$ cat src/rtl/dma_mem_arbiter_pkg.sv
// Shared encodings and helpers for the CPU/DMA memory-port arbiter.
package dma_mem_arbiter_pkg;

  // One-hot channel states.
  typedef enum logic [2:0] {
    S_IDLE = 3'b001,
    S_REQ  = 3'b010,
    S_DATA = 3'b100
  } state_e;

  localparam logic MASTER_CPU = 1'b0;
  localparam logic MASTER_DMA = 1'b1;

  // On a tie pick the master that did not win last time, otherwise the sole requester.
  function automatic logic rr_pick(input logic [1:0] req, input logic last_grant);
    if (req == 2'b11) begin
      return ~last_grant;
    end
    return req[1] ? MASTER_DMA : MASTER_CPU;
  endfunction

endpackage

$ cat src/rtl/dma_mem_arbiter_rr_arb2_lock.sv
// Two-requester round-robin arbiter with a registered grant that is frozen while locked.
module rr_arb2_lock
  import dma_mem_arbiter_pkg::*;
(
  input  logic       clk,
  input  logic       rst,
  input  logic [1:0] req,
  input  logic       lock,
  output logic       grant
);

  logic grant_q, grant_d;
  logic last_q, last_d;

  // Re-arbitrate only while the channel is unlocked and someone is asking.
  always_comb begin
    grant_d = grant_q;
    last_d  = last_q;
    if (!lock && (req != 2'b00)) begin
      grant_d = rr_pick(req, last_q);
      last_d  = grant_d;
    end
  end

  // Grant and round-robin history registers; history starts at DMA so the CPU wins the first tie.
  always_ff @(posedge clk) begin
    if (rst) begin
      grant_q <= MASTER_CPU;
      last_q  <= MASTER_DMA;
    end else begin
      grant_q <= grant_d;
      last_q  <= last_d;
    end
  end

  assign grant = grant_q;

endmodule

$ cat src/rtl/dma_mem_arbiter.sv
// Shares one memory port between the CPU data port (m0) and the DMA engine (m1).
// Read and write channels arbitrate independently and stay locked for a whole burst.
module dma_mem_arbiter
  import dma_mem_arbiter_pkg::*;
#(
  parameter int unsigned ADDR_WIDTH = 32,
  parameter int unsigned DATA_WIDTH = 32,
  parameter int unsigned LEN_WIDTH  = 5
) (
  input  logic                  clk,
  input  logic                  rst,
  input  logic [ADDR_WIDTH-1:0] m0_rd_req_addr,
  input  logic [LEN_WIDTH-1:0]  m0_rd_req_len,
  input  logic                  m0_rd_req_valid,
  output logic                  m0_rd_req_ready,
  output logic [DATA_WIDTH-1:0] m0_rd_rdata,
  output logic                  m0_rd_last,
  output logic                  m0_rd_valid,
  input  logic                  m0_rd_ready,
  input  logic [ADDR_WIDTH-1:0] m0_wr_req_addr,
  input  logic [LEN_WIDTH-1:0]  m0_wr_req_len,
  input  logic                  m0_wr_req_valid,
  output logic                  m0_wr_req_ready,
  input  logic [DATA_WIDTH-1:0] m0_wr_data,
  input  logic                  m0_wr_last,
  input  logic                  m0_wr_valid,
  output logic                  m0_wr_ready,
  input  logic [ADDR_WIDTH-1:0] m1_rd_req_addr,
  input  logic [LEN_WIDTH-1:0]  m1_rd_req_len,
  input  logic                  m1_rd_req_valid,
  output logic                  m1_rd_req_ready,
  output logic [DATA_WIDTH-1:0] m1_rd_rdata,
  output logic                  m1_rd_last,
  output logic                  m1_rd_valid,
  input  logic                  m1_rd_ready,
  input  logic [ADDR_WIDTH-1:0] m1_wr_req_addr,
  input  logic [LEN_WIDTH-1:0]  m1_wr_req_len,
  input  logic                  m1_wr_req_valid,
  output logic                  m1_wr_req_ready,
  input  logic [DATA_WIDTH-1:0] m1_wr_data,
  input  logic                  m1_wr_last,
  input  logic                  m1_wr_valid,
  output logic                  m1_wr_ready,
  output logic [ADDR_WIDTH-1:0] s_rd_req_addr,
  output logic [LEN_WIDTH-1:0]  s_rd_req_len,
  output logic                  s_rd_req_valid,
  input  logic                  s_rd_req_ready,
  input  logic [DATA_WIDTH-1:0] s_rd_rdata,
  input  logic                  s_rd_last,
  input  logic                  s_rd_valid,
  output logic                  s_rd_ready,
  output logic [ADDR_WIDTH-1:0] s_wr_req_addr,
  output logic [LEN_WIDTH-1:0]  s_wr_req_len,
  output logic                  s_wr_req_valid,
  input  logic                  s_wr_req_ready,
  output logic [DATA_WIDTH-1:0] s_wr_data,
  output logic                  s_wr_last,
  output logic                  s_wr_valid,
  input  logic                  s_wr_ready
);

  // Master-indexed views so the grant can select directly.
  logic [1:0]                 rd_req_valid, rd_ready_m, wr_req_valid, wr_valid_m, wr_last_m;
  logic [1:0][ADDR_WIDTH-1:0] rd_req_addr, wr_req_addr;
  logic [1:0][LEN_WIDTH-1:0]  rd_req_len, wr_req_len;
  logic [1:0][DATA_WIDTH-1:0] wr_data_m;

  assign rd_req_valid = {m1_rd_req_valid, m0_rd_req_valid};
  assign rd_req_addr  = {m1_rd_req_addr, m0_rd_req_addr};
  assign rd_req_len   = {m1_rd_req_len, m0_rd_req_len};
  assign rd_ready_m   = {m1_rd_ready, m0_rd_ready};
  assign wr_req_valid = {m1_wr_req_valid, m0_wr_req_valid};
  assign wr_req_addr  = {m1_wr_req_addr, m0_wr_req_addr};
  assign wr_req_len   = {m1_wr_req_len, m0_wr_req_len};
  assign wr_data_m    = {m1_wr_data, m0_wr_data};
  assign wr_last_m    = {m1_wr_last, m0_wr_last};
  assign wr_valid_m   = {m1_wr_valid, m0_wr_valid};

  state_e               rd_state_q, rd_state_d, wr_state_q, wr_state_d;
  logic                 rd_grant, wr_grant;
  logic [LEN_WIDTH-1:0] rd_cnt_q, rd_len_q, wr_cnt_q, wr_len_q;
  logic                 rd_err_q, wr_err_q;
  logic                 rd_beat, wr_beat;

  // Arbitration happens only in IDLE, so the grant is frozen from REQ to burst end.
  rr_arb2_lock u_rd_arb (
    .clk   (clk),
    .rst   (rst),
    .req   (rd_req_valid),
    .lock  (rd_state_q != S_IDLE),
    .grant (rd_grant)
  );

  rr_arb2_lock u_wr_arb (
    .clk   (clk),
    .rst   (rst),
    .req   (wr_req_valid),
    .lock  (wr_state_q != S_IDLE),
    .grant (wr_grant)
  );

  assign rd_beat = (rd_state_q == S_DATA) && s_rd_valid && s_rd_ready;
  assign wr_beat = (wr_state_q == S_DATA) && s_wr_valid && s_wr_ready;

  // Read channel routing, decoded from registered state and grant.
  always_comb begin
    s_rd_req_addr   = '0;
    s_rd_req_len    = '0;
    s_rd_req_valid  = 1'b0;
    s_rd_ready      = 1'b0;
    m0_rd_req_ready = 1'b0;
    m1_rd_req_ready = 1'b0;
    m0_rd_rdata     = '0;
    m0_rd_last      = 1'b0;
    m0_rd_valid     = 1'b0;
    m1_rd_rdata     = '0;
    m1_rd_last      = 1'b0;
    m1_rd_valid     = 1'b0;
    if (rd_state_q == S_REQ) begin
      s_rd_req_addr   = rd_req_addr[rd_grant];
      s_rd_req_len    = rd_req_len[rd_grant];
      s_rd_req_valid  = rd_req_valid[rd_grant];
      m0_rd_req_ready = (rd_grant == MASTER_CPU) && s_rd_req_ready;
      m1_rd_req_ready = (rd_grant == MASTER_DMA) && s_rd_req_ready;
    end
    if (rd_state_q == S_DATA) begin
      s_rd_ready = rd_ready_m[rd_grant];
      if (rd_grant == MASTER_CPU) begin
        m0_rd_rdata = s_rd_rdata;
        m0_rd_last  = s_rd_last;
        m0_rd_valid = s_rd_valid;
      end else begin
        m1_rd_rdata = s_rd_rdata;
        m1_rd_last  = s_rd_last;
        m1_rd_valid = s_rd_valid;
      end
    end
  end

  // Write channel routing, decoded from registered state and grant.
  always_comb begin
    s_wr_req_addr   = '0;
    s_wr_req_len    = '0;
    s_wr_req_valid  = 1'b0;
    s_wr_data       = '0;
    s_wr_last       = 1'b0;
    s_wr_valid      = 1'b0;
    m0_wr_req_ready = 1'b0;
    m1_wr_req_ready = 1'b0;
    m0_wr_ready     = 1'b0;
    m1_wr_ready     = 1'b0;
    if (wr_state_q == S_REQ) begin
      s_wr_req_addr   = wr_req_addr[wr_grant];
      s_wr_req_len    = wr_req_len[wr_grant];
      s_wr_req_valid  = wr_req_valid[wr_grant];
      m0_wr_req_ready = (wr_grant == MASTER_CPU) && s_wr_req_ready;
      m1_wr_req_ready = (wr_grant == MASTER_DMA) && s_wr_req_ready;
    end
    if (wr_state_q == S_DATA) begin
      s_wr_data   = wr_data_m[wr_grant];
      s_wr_last   = wr_last_m[wr_grant];
      s_wr_valid  = wr_valid_m[wr_grant];
      m0_wr_ready = (wr_grant == MASTER_CPU) && s_wr_ready;
      m1_wr_ready = (wr_grant == MASTER_DMA) && s_wr_ready;
    end
  end

  // Channel FSMs; a burst ends only on an accepted last beat, regardless of the beat count.
  always_comb begin
    rd_state_d = rd_state_q;
    wr_state_d = wr_state_q;
    unique case (rd_state_q)
      S_IDLE:  if (rd_req_valid != 2'b00) rd_state_d = S_REQ;
      S_REQ:   if (s_rd_req_valid && s_rd_req_ready) rd_state_d = S_DATA;
      S_DATA:  if (rd_beat && s_rd_last) rd_state_d = S_IDLE;
      default: rd_state_d = S_IDLE;
    endcase
    unique case (wr_state_q)
      S_IDLE:  if (wr_req_valid != 2'b00) wr_state_d = S_REQ;
      S_REQ:   if (s_wr_req_valid && s_wr_req_ready) wr_state_d = S_DATA;
      S_DATA:  if (wr_beat && s_wr_last) wr_state_d = S_IDLE;
      default: wr_state_d = S_IDLE;
    endcase
  end

  // State, beat counters and sticky length-mismatch flags (debug visibility only).
  always_ff @(posedge clk) begin
    if (rst) begin
      rd_state_q <= S_IDLE;
      wr_state_q <= S_IDLE;
      rd_cnt_q   <= '0;
      rd_len_q   <= '0;
      wr_cnt_q   <= '0;
      wr_len_q   <= '0;
      rd_err_q   <= 1'b0;
      wr_err_q   <= 1'b0;
    end else begin
      rd_state_q <= rd_state_d;
      wr_state_q <= wr_state_d;
      if (rd_state_q == S_REQ) begin
        rd_cnt_q <= '0;
        rd_len_q <= s_rd_req_len;
      end else if (rd_beat) begin
        rd_cnt_q <= rd_cnt_q + LEN_WIDTH'(1);
        if (s_rd_last != (rd_cnt_q == rd_len_q)) rd_err_q <= 1'b1;
      end
      if (wr_state_q == S_REQ) begin
        wr_cnt_q <= '0;
        wr_len_q <= s_wr_req_len;
      end else if (wr_beat) begin
        wr_cnt_q <= wr_cnt_q + LEN_WIDTH'(1);
        if (s_wr_last != (wr_cnt_q == wr_len_q)) wr_err_q <= 1'b1;
      end
    end
  end

endmodule

$ cat config.mk
export PLATFORM = sky130hd
export DESIGN_NAME = dma_mem_arbiter
export DESIGN_NICKNAME = d
export VERILOG_FILES = /design/src/rtl/dma_mem_arbiter_pkg.sv /design/src/rtl/dma_mem_arbiter_rr_arb2_lock.sv /design/src/rtl/dma_mem_arbiter.sv
export SDC_FILE = /design/constraint.sdc
export NUM_CORES = 1
export LEC_CHECK = 0
export CAP_MARGIN = 15
export CORE_AREA = 2 2 173 175
export CTS_BUF_LIST = sky130_fd_sc_hd__clkbuf_4
export DETAILED_ROUTE_END_ITERATION = 6
export DIE_AREA = 0 0 175 177
export HOLD_SLACK_MARGIN = 0.12
export PLACE_DENSITY = 0.47
export SYNTH_ARGS = -nofsm -noshare
export SYNTH_HDL_FRONTEND = slang
export SYNTH_HIERARCHICAL = 1
export SYNTH_SLANG_ARGS = --single-unit
$ cat constraint.sdc
create_clock -name clk -period 4.1 [get_ports clk]
set_clock_uncertainty 0.05 [all_clocks]
set_input_delay 0.615 -clock clk [delete_from_list [all_inputs] [get_ports clk]]
set_output_delay 0.615 -clock clk [all_outputs]
set_load 0.005 [all_outputs]
==> results of run 1 <==
cell type report:
cell class / count / area, um2
Multi-Input combinational cell: 339 / 2321
Tap cell: 390 / 488.0
Timing Repair Buffer: 451 / 4532
Sequential cell: 10 / 207.7
Inverter: 6 / 22.52
Clock buffer: 3 / 22.52
Fill cell: 3163 / 21650
Antenna cell: 2 / 5.005
how the worst max path moves through the flow:
stage,startpoint,end,cells past startpoint
after floorplan,rd_state_q[2],m0_rd_rdata[10],4
after global placement,rd_state_q[1],s_rd_req_addr[26],4
after detailed placement,rd_state_q[1],s_rd_req_addr[26],4
after CTS,rd_state_q[1],s_rd_req_addr[26],4
after global routing,rd_state_q[1],s_rd_req_addr[0],4
final,rd_state_q[1],s_rd_req_addr[28],4
power by group:
part	leakage, nW	internal (mW)	switching, mW
clock	0.0138	0.0342	0.0451
sequential	0.0840	0.108	0.0618
combinational	2.64	0.389	0.176
sequential cells by signal, indices dropped and copies added (netlist names):
| register | flops |
|---|---|
| wr_state_q | 3 |
| u_wr_arb/last_q | 1 |
| u_wr_arb/grant | 1 |
| rd_state_q | 3 |
| u_rd_arb/last_q | 1 |
| u_rd_arb/grant | 1 |
metrics by stage:
stage	hold WS, ns	instance area, um2	utilization (%)	std cells
after floorplan	0.4016	2686	-	392
after global placement	0.4233	7543	25.79	1195
after detailed placement	0.4254	7571	25.89	1196
after CTS	0.4470	7594	25.97	1199
after global routing	0.4680	7599	25.98	1201
final	0.4512	7599	25.98	1201
synth_stat cells (3+ instances only):
cell        n
and2_1     34
and3_1     37
buf_2      10
clkbuf_1   26
dfxtp_1    10
inv_1       6
mux2i_1   110
nand2_1     4
nor2_1    116
nor3b_1     6
o21ai_0     3
or3b_1      3
logic make-up (layout without fill, tap and decap cells):
kind of cell           count (synthesis)  in the layout  synth area share, %
and+or+nand+nor                      212            212                39.68
buffers and inverters                 43            460                6.474
other                                  0              2                    0
DFF                                   10             10                7.452
AOI/OAI and AO/OA                     16             16                4.983
muxes                                111            111                41.41
metal layers:
metal  share of wire (%)  global-route usage [%]
met4                0.84                   1.840
met2                  51                   21.76
met5                   0                       0
met1                  39                   13.18
met3                 9.6                   3.845
worst reg2reg max path, delay by kind of cell (launching register included):
family	cells	cell delay, ns
DFF	1	0.99
muxes	1	0.47
AOI/OAI and AO/OA	2	0.53
==> metrics.md, run 1 <==
| Metric | Value |
|---|---|
| Run status | complete, no violations |
| Period utilization | 76.58% |
| Hold buffers post-CTS | 0 |
| LEAKAGE | 2.734 nW |
| Slowest stage delay, CP | 0.79 ns |
| Final WL | 19,570 um |
| Yosys top cell area share | 40.99% |
| Die Wd | 175 um |
| Register area share after synthesis | 7.452% |
| Avg Cell Area, Syn | 6.853 um2 |
| R2R Setup Slk | 1.95 ns |
| Setup TNS | 0 ns |
| Post-CTS resize count | 0 |
| CP Buf/Inv Count | 2 |
| Fmax | 318.5 MHz |
| CP Data Arrival Time | 2.47 ns |
| Layout cells sized above 1 | 2.596% |
| VDD IR-drop max | 69.67 uV |
| R2R Path Start | u_rd_arb/grant |
| HPWL Detailed | 17,200 um |
| Slowest-stage cell, CP | or3b_1 |
| Cell taking the most area after synthesis | mux2i_1 |
| Worst-path clk slew | 0.08 ns |
| Final Total Pwr | 0.8151 mW |
| Setup ws final | 0.9601 ns |
| Drt wl/cell | 16.29 um |
| Most common cell after layout, fill and taps aside | clkdlybuf4s50_1 |
| CP required | 3.43 ns |
| Max-Slew Margin vs Limit | 31.88% |
| TritonCTS Buffers | 3 |
| GP Congestion | 0.7366 |
| Root Buffer | clkbuf_4 |
| Port Buffer Count | 445 |
| First-pass GRT wire length | 27,170 um |
| First-iteration detailed-routing DRC count | 114 |
| Peak fanout along the critical path | 31 |
| FF-to-FF End | rd_state_q[1] |
| Final setup viols | 0 |
| Vias in the first global route | 4,267 |
| Tmin final | 3.140 ns |
| Hold Path End | u_wr_arb/last_q |
| RSZ-0062 raised after global routing | false |
| Core outline area | 29,240 um2 |
| DRT Pass-1 Iters | 4 |
| Power per Cell Area | 107.3 nW/um2 |
| DR vias/cell | 3.622 |
| Reg2reg path depth | 3 |
| DP Worst Slack | 1.261 ns |
| Detail Route Antenna Nets | 0 |
| Gr usage total | 11.71% |
| Critical path class | reg2out |
| Row cnt | 63 |
| Setup crit end kind | output pin |
| Top-level I/O count | 446 |
| DRC | 0 |
| Final Hold Fails | 0 |
| CTS H-tree lvls | 1 |
| Largest net degree at the start of global routing | 78 |
| Family with the most delay on the worst path | simple AND/OR/NAND/NOR gates |
| Post-synth EDFFs | 0 |
| Post-Synthesis Cell Area | 2686 um2 |
| Final net count | 1,072 |
| Post-Synthesis Cells | 392 |
| Synth-to-layout area growth | 182.9% |
| CTS tree | built |
| Most frequent cells in the layout | clkdlybuf4s50_1 (445), nor2_1 (115), mux2i_1 (110) |
| Synthesis Warnings | 6 |
| Fin. max-slew vios | 0 |
| Initial Utilization | 9.186% |
| Die footprint | 30,980 um2 |
| Routed vias | 4,350 |
| Max cap viols | 0 |
| Post-synthesis register bit count | 10 |
| Worst-margin pin slew | 1.022 ns |
| Cell variety after synth | 33 |
| Setup crit start kind | flip-flop |
| Post-CTS Setup Bufs | 0 |
| Net Count, Synth | 653 |
| Worst path cell trace | or3b_1 > buf_4 > nor2_1 > clkdlybuf4s50_1 |
| Initial antenna violation count | 1 |
| Main flop type after synthesis | dfxtp_1 |
| Hold_sp | u_wr_arb/last_q |
| TritonCTS Sinks | 10 |
| Worst Hold Depth | 1 |
| Die Height | 177 um |
| Asr flop ratio synth | 0% |
| Overflow after GRT | 0 |
| Largest cells by area after synthesis | mux2i_1 (41%), nor2_1 (16%), and3_1 (8.6%) |
| CTS max path bufs | 2 |
| Skew-Pair Late Insertion Delay | 0.28 ns |
| Worst min path class | reg2reg |
No activity file was read; power rests on OpenSTA's default activity.
==> run 2: changes to the inputs <==
--- a/config.mk
+++ b/config.mk
@@ -6,12 +6,12 @@
 export NUM_CORES = 1
 export LEC_CHECK = 0
 export CAP_MARGIN = 15
-export CORE_AREA = 2 2 173 175
+export CORE_AREA = 2 2 174 176
 export CTS_BUF_LIST = sky130_fd_sc_hd__clkbuf_4
 export DETAILED_ROUTE_END_ITERATION = 6
-export DIE_AREA = 0 0 175 177
+export DIE_AREA = 0 0 176 178
 export HOLD_SLACK_MARGIN = 0.12
-export PLACE_DENSITY = 0.47
+export PLACE_DENSITY = 0.48
 export SYNTH_ARGS = -nofsm -noshare
 export SYNTH_HDL_FRONTEND = slang
 export SYNTH_HIERARCHICAL = 1
==> constraint.sdc (replaced) <==
create_clock -name clk -period 2.7 [get_ports clk]
set_clock_uncertainty 0.05 [all_clocks]
set_input_delay 0.405 -clock clk [delete_from_list [all_inputs] [get_ports clk]]
set_output_delay 0.405 -clock clk [all_outputs]
set_load 0.005 [all_outputs]
==> run 2 against run 1 <==
  * Design area increased by 1.3%
  * Hold slack got worse by 0.0047 ns
  * Clock power increased by 40%
  * Sequential share of layout area about the same
  * Clock-buffer cell count unchanged
  * Register-to-register slack got worse by 1.0 ns
  * Routed wire length increased by 7.6%
  * First-iteration DRC count increased by 11%
  * Final cell count increased by 0.83%
  * Die area increased by 1.1%
  * Flip-flop and latch count unchanged
  * Critical path type unchanged
  * Critical endpoint is now m0_rd_rdata[4]
  * Largest cell class unchanged
  * Largest power group unchanged
  * Highest routed layer unchanged
==> metrics.md, run 2 (synthesis results as in run 1) <==
| Metric | Value |
|---|---|
| R2R Setup Slk | 0.90 ns |
| Register share of total power | 17.0% |
| Worst path cell trace | or3b_1 > nor2_2 > buf_12 > and2_1 > clkdlybuf4s50_1 |
| TritonCTS Sinks | 10 |
| VDD IR-drop max | 79.38 uV |
| Tmin final | 2.538 ns |
| Run status | complete, no violations |
| DR vias/cell | 3.684 |
| HPWL Detailed | 18,540 um |
| Largest net degree at the start of global routing | 42 |
| Skew-Pair Late Insertion Delay | 0.27 ns |
| CP Depth | 5 |
| Fillers | 3,246 |
| Most common cell after layout, fill and taps aside | clkdlybuf4s50_1 |
| Worst min path class | reg2reg |
| Biggest registers after layout | rd_state_q: 3 flops, wr_state_q: 3 flops |
| Final setup viols | 0 |
| Reg2reg path depth | 4 |
| Busiest metal layer after global routing | met2 |
| P_sw | 0.4403 mW |
| Grt met2 use | 24.56% |
| CTS H-tree lvls | 1 |
| Post-CTS Setup Bufs | 0 |
| Final Hold Fails | 0 |
| Row cnt | 63 |
| Fmax | 394.0 MHz |
| Clock power frac | 8.8% |
| Final WL | 21,060 um |
| Most frequent cells in the layout | clkdlybuf4s50_1 (443), nor2_1 (115), mux2i_1 (110) |
| Met3 Use GR | 3.005% |
| Slowest-stage cell, CP | clkdlybuf4s50_1 |
| Layout cells sized above 1 | 4.029% |
| Fin. max-slew vios | 0 |
| Root Buffer | clkbuf_4 |
| Worst-margin pin slew | 0.4738 ns |
| Hold Worst Slack | 0.4464 ns |
| Vias in the first global route | 4,541 |
| Worst-path clk slew | 0.08 ns |
| Overflow after GRT | 0 |
| Synth-to-layout area growth | 186.5% |
| RSZ-0062 raised after global routing | false |
| GP Congestion | 0.7669 |
| Port Buffer Count | 445 |
| Final net count | 1,081 |
| TritonCTS Buffers | 3 |
| Peak fanout along the critical path | 34 |
| Max cap viols | 0 |
| DRT Pass-1 Iters | 4 |
| Period utilization | 94.00% |
| First-pass GRT wire length | 28,910 um |
| Setup crit start kind | flip-flop |
| Die Height | 178 um |
| CTS max path bufs | 2 |
| Routed vias | 4,461 |
| Critical path class | reg2out |
| First-iteration detailed-routing DRC count | 127 |
| Power per Cell Area | 164.5 nW/um2 |
| CP required | 2.25 ns |
| Top-level I/O count | 446 |
| CP Data Arrival Time | 2.08 ns |
| Worst Hold Depth | 1 |
| LEAKAGE | 2.793 nW |
| Slowest stage delay, CP | 0.56 ns |
| Switching share of power | 34.77% |
| CP Buf/Inv Count | 2 |
| Gr usage total | 12.35% |
| Detail Route Antenna Nets | 0 |
| Setup crit end kind | output pin |
| Combinational power share | 74.3% |
| Initial antenna violation count | 2 |
| Family with the most delay on the worst path | buffers and inverters |
| Max-Slew Margin vs Limit | 67.51% |
| Die Wd | 176 um |
| Pint | 0.8262 mW |
| GR Util met1 | 13.25% |
| Drt wl/cell | 17.39 um |
| Die footprint | 31,330 um2 |
| CTS tree | built |
| Core outline area | 29,400 um2 |
| Initial Utilization | 9.137% |
| DRC | 0 |
| Setup TNS | 0 ns |
## run 2: timing repair
action / 4_1_cts / 5_1_grt
hold buffers: 0 / 0
setup endpoints to repair: 0 / 1
resized for setup: 0 / 1
## run 2: stage by stage
| step | total power [mW] | instance area, um2 | utilization [%] | cells | worst slack [ns] |
|---|---|---|---|---|---|
| after detailed placement | 1.174 | 7664 | 26.06 | 1205 | 0.3561 |
| after floorplan | 0.5337 | 2686 | - | 392 | 0.9550 |
| final | 1.266 | 7697 | 26.18 | 1211 | 0.1619 |
| after global placement | 1.176 | 7664 | 26.06 | 1205 | 0.3421 |
| after global routing | 1.356 | 7697 | 26.18 | 1211 | 0.01212 |
| after CTS | 1.294 | 7690 | 26.15 | 1209 | 0.04588 |
## run 2: power groups by stage
stage | registers, mW | clock network (mW) | logic (mW)
final | 0.215 | 0.111 | 0.941
after global routing | 0.223 | 0.124 | 1.01
after CTS | 0.217 | 0.120 | 0.958
after detailed placement | 0.220 | 0 | 0.954
after global placement | 0.220 | 0 | 0.955
after floorplan | 0.179 | 0 | 0.355
## run 2: worst register-to-register path: cells and delay by family, from the launching register on
| family | cells | cell delay, ns |
|---|---|---|
| simple gates | 2 | 0.77 |
| flops | 1 | 0.38 |
| compound gates | 1 | 0.24 |
| buf+inv | 1 | 0.28 |
## run 2: final cells by class
| cell class | count | area (um2) | area share [%] |
|---|---|---|---|
| clock inverter | 1 | 3.754 | 0.04876 |
| antenna | 2 | 5.005 | 0.06502 |
| multi-input combinational | 339 | 2323 | 30.19 |
| timing repair buffer | 460 | 4624 | 60.08 |
| tap | 390 | 488.0 | 6.339 |
| inverter | 6 | 22.52 | 0.2926 |
| clock buffer | 3 | 22.52 | 0.2926 |
| sequential | 10 | 207.7 | 2.698 |
## run 2: path summary, 6_finish.rpt
check                   from              end
max            rd_state_q[2]   m0_rd_rdata[4]
min          u_rd_arb/last_q  u_rd_arb/last_q
max reg2reg    wr_state_q[1]    wr_state_q[2]
min reg2reg  u_rd_arb/last_q  u_rd_arb/last_q
## run 2: metal layers
metal  share of wire [%]  up-vias
li1                    -     2195
met1                  37     1974
met2                  53      284
met3                 9.7        8
met4                0.74        0
met5                   0        -
==> run 3: changes to the inputs <==
--- a/config.mk
+++ b/config.mk
@@ -8,10 +8,12 @@
 export CAP_MARGIN = 15
 export CORE_AREA = 2 2 174 176
 export CTS_BUF_LIST = sky130_fd_sc_hd__clkbuf_4
+export CTS_CLUSTER_SIZE = 10
 export DETAILED_ROUTE_END_ITERATION = 6
 export DIE_AREA = 0 0 176 178
 export HOLD_SLACK_MARGIN = 0.12
 export PLACE_DENSITY = 0.48
+export SLEW_MARGIN = 20
 export SYNTH_ARGS = -nofsm -noshare
 export SYNTH_HDL_FRONTEND = slang
 export SYNTH_HIERARCHICAL = 1
==> constraint.sdc (replaced) <==
create_clock -name clk -period 2.15 [get_ports clk]
set_clock_uncertainty 0.05 [all_clocks]
set_input_delay 0.3225 -clock clk [delete_from_list [all_inputs] [get_ports clk]]
set_output_delay 0.3225 -clock clk [all_outputs]
set_load 0.005 [all_outputs]
==> run 3 against run 2 <==
  * Hold slack gained 0.0052 ns
  * Sequential power grew 9.8%
  * Power up 34%
  * Flip-flop and latch count did not move
  * Die area unchanged
  * Largest power group unchanged
  * Worst setup slack worse by 0.16 ns
  * Design area grew 3.1%
  * Critical endpoint is now s_wr_data[15]
  * Register-to-register slack got worse by 0.40 ns
==> metrics.md, run 3 (synthesis results as in run 1) <==
| Metric | Value |
|---|---|
| Hold Worst Slack | 0.4516 ns |
| CP Buf/Inv Count | 5 |
| Family with the most delay on the worst path | buffers and inverters |
| Setup crit end kind | output pin |
| Fin. max-slew vios | 0 |
| Biggest registers after layout | rd_state_q: 3 flops, wr_state_q: 3 flops |
| DRT Pass-1 Iters | 4 |
| CP dominant cell by count | buf_6 |
| Largest net degree at the start of global routing | 22 |
| Die Wd | 176 um |
| Worst-path clk slew | 0.08 ns |
| DP Worst Slack | -0.07649 ns |
| Die Height | 178 um |
| Pint | 1.100 mW |
| Run status | complete, no violations |
| GP Congestion | 0.8042 |
| RSZ-0062 raised after global routing | true |
| Max cap viols | 0 |
| Most common cell after layout, fill and taps aside | clkdlybuf4s50_1 |
| Setup ws final | 0.003880 ns |
| Core outline area | 29,400 um2 |
| CP required | 1.78 ns |
| Gr usage total | 13.39% |
| Peak fanout along the critical path | 5 |
| Final Cell Area | 7939 um2 |
| Initial Utilization | 9.137% |
| CTS max path bufs | 2 |
| TritonCTS Sinks | 10 |
| Final core occ | 27.00% |
| Drt wl/cell | 17.84 um |
| Combinational power share | 77.7% |
| P_sw | 0.5974 mW |
| R2R Path Start | u_rd_arb/grant |
| Detail Route Antenna Nets | 0 |
| HPWL Detailed | 18,860 um |
| Final net count | 1,142 |
| TritonCTS Buffers | 3 |
| Worst min path class | reg2reg |
| Port Buffer Count | 445 |
| Hold buffers post-CTS | 0 |
| Clock power frac | 8.4% |
| Switching share of power | 35.19% |
| Tmin final | 2.146 ns |
| Layout cells sized above 1 | 26.28% |
| DP Area | 7849 um2 |
| Vias in the first global route | 4,856 |
| Period utilization | 99.82% |
| Slowest-stage cell, CP | or3b_4 |
| Initial antenna violation count | 1 |
| First-pass GRT wire length | 31,480 um |
| Final WL | 22,660 um |
| Fmax | 466.0 MHz |
| CTS H-tree lvls | 1 |
| Skew-Pair Late Insertion Delay | 0.27 ns |
| DRC | 0 |
| Synth-to-layout area growth | 195.5% |
| VDD IR-drop max | 98.80 uV |
| CP startpoint | wr_state_q[0] |
| Worst path cell trace | buf_6 > or3b_4 > buf_4 > buf_6 > buf_6 > nor2_1 > buf_2 |
| LEAKAGE | 3.738 nW |
| Inst Count DP | 1,223 |
| DR vias/cell | 3.708 |
| Slowest stage delay, CP | 0.45 ns |
| Register share of total power | 13.9% |
| Row cnt | 63 |
| Non-Filler Instances | 1,270 |
| First-iteration detailed-routing DRC count | 115 |
| Power per Cell Area | 213.8 nW/um2 |
| Worst-margin pin slew | 0.5250 ns |
| Max-Slew Margin vs Limit | 64.89% |
| CP Data Arrival Time | 1.77 ns |
| Die footprint | 31,330 um2 |
| Critical path class | reg2out |
| Top-level I/O count | 446 |
| Final setup viols | 0 |
| Most frequent cells in the layout | clkdlybuf4s50_1 (262), mux2i_1 (109), nor2_1 (95) |
| CTS tree | built |
| Setup crit start kind | flip-flop |
| Final Hold Fails | 0 |
| Hold_sp | u_wr_arb/last_q |
| Root Buffer | clkbuf_4 |
| Overflow after GRT | 0 |
| Routed vias | 4,709 |
run 3: worst reg2reg max path: cells and delay by family (launching register included):
kind / cells / cell delay [ns]
compound gates: 2 / 0.54
buf+inv: 1 / 0.16
flops: 1 / 0.43
mux: 1 / 0.37
run 3: power by group through the flow:
stage | Clock [mW] | Combinational (mW) | Sequential [mW]
2_1_floorplan | 0 | 0.445 | 0.225
6_report | 0.143 | 1.32 | 0.236
5_1_grt | 0.164 | 1.41 | 0.240
3_5_place_dp | 0 | 1.27 | 0.252
3_3_place_gp | 0 | 1.27 | 0.250
4_1_cts | 0.150 | 1.32 | 0.239
run 3: per-stage QoR:
stage,setup TNS (ns),power (mW)
floorplan,0,0.6702
global placement,-0.1210,1.521
detailed placement,-0.1548,1.518
CTS,-1.488,1.710
global route,-0.5264,1.814
finish,0,1.698
run 3: layer usage:
layer,vias to the layer above,part of all wire (%),GRT usage (%)
li1,2316,-,-
met1,2092,36,14.20
met2,293,55,27.81
met3,8,8.4,2.558
met4,0,0.47,1.343
met5,-,0,0
run 3: layout make-up:
class / count / area (um2)
diodes: 1 / 2.502
well taps: 390 / 488.0
fillers: 3257 / 21460
clock buffers: 3 / 22.52
repair buffers: 521 / 4767
flip-flops and latches: 10 / 214.0
multi-input cells: 339 / 2422
inverters: 6 / 22.52
run 3: what timing repair did:
action	in CTS	in global routing
buffers inserted	32	9
setup endpoints to repair	182	109
hold endpoints to repair	0	0
pin swaps	13	6
gates resized for setup	403	115
cloned	8	1
run 3: path summary, 6_finish.rpt:
check | to | slack, ns | cells after the start
setup / recovery | s_wr_data[15] | 0.004 | 7
hold / removal | u_wr_arb/last_q | 0.45 | 1
setup reg to reg | rd_state_q[1] | 0.50 | 4
hold reg to reg | u_wr_arb/last_q | 0.45 | 1
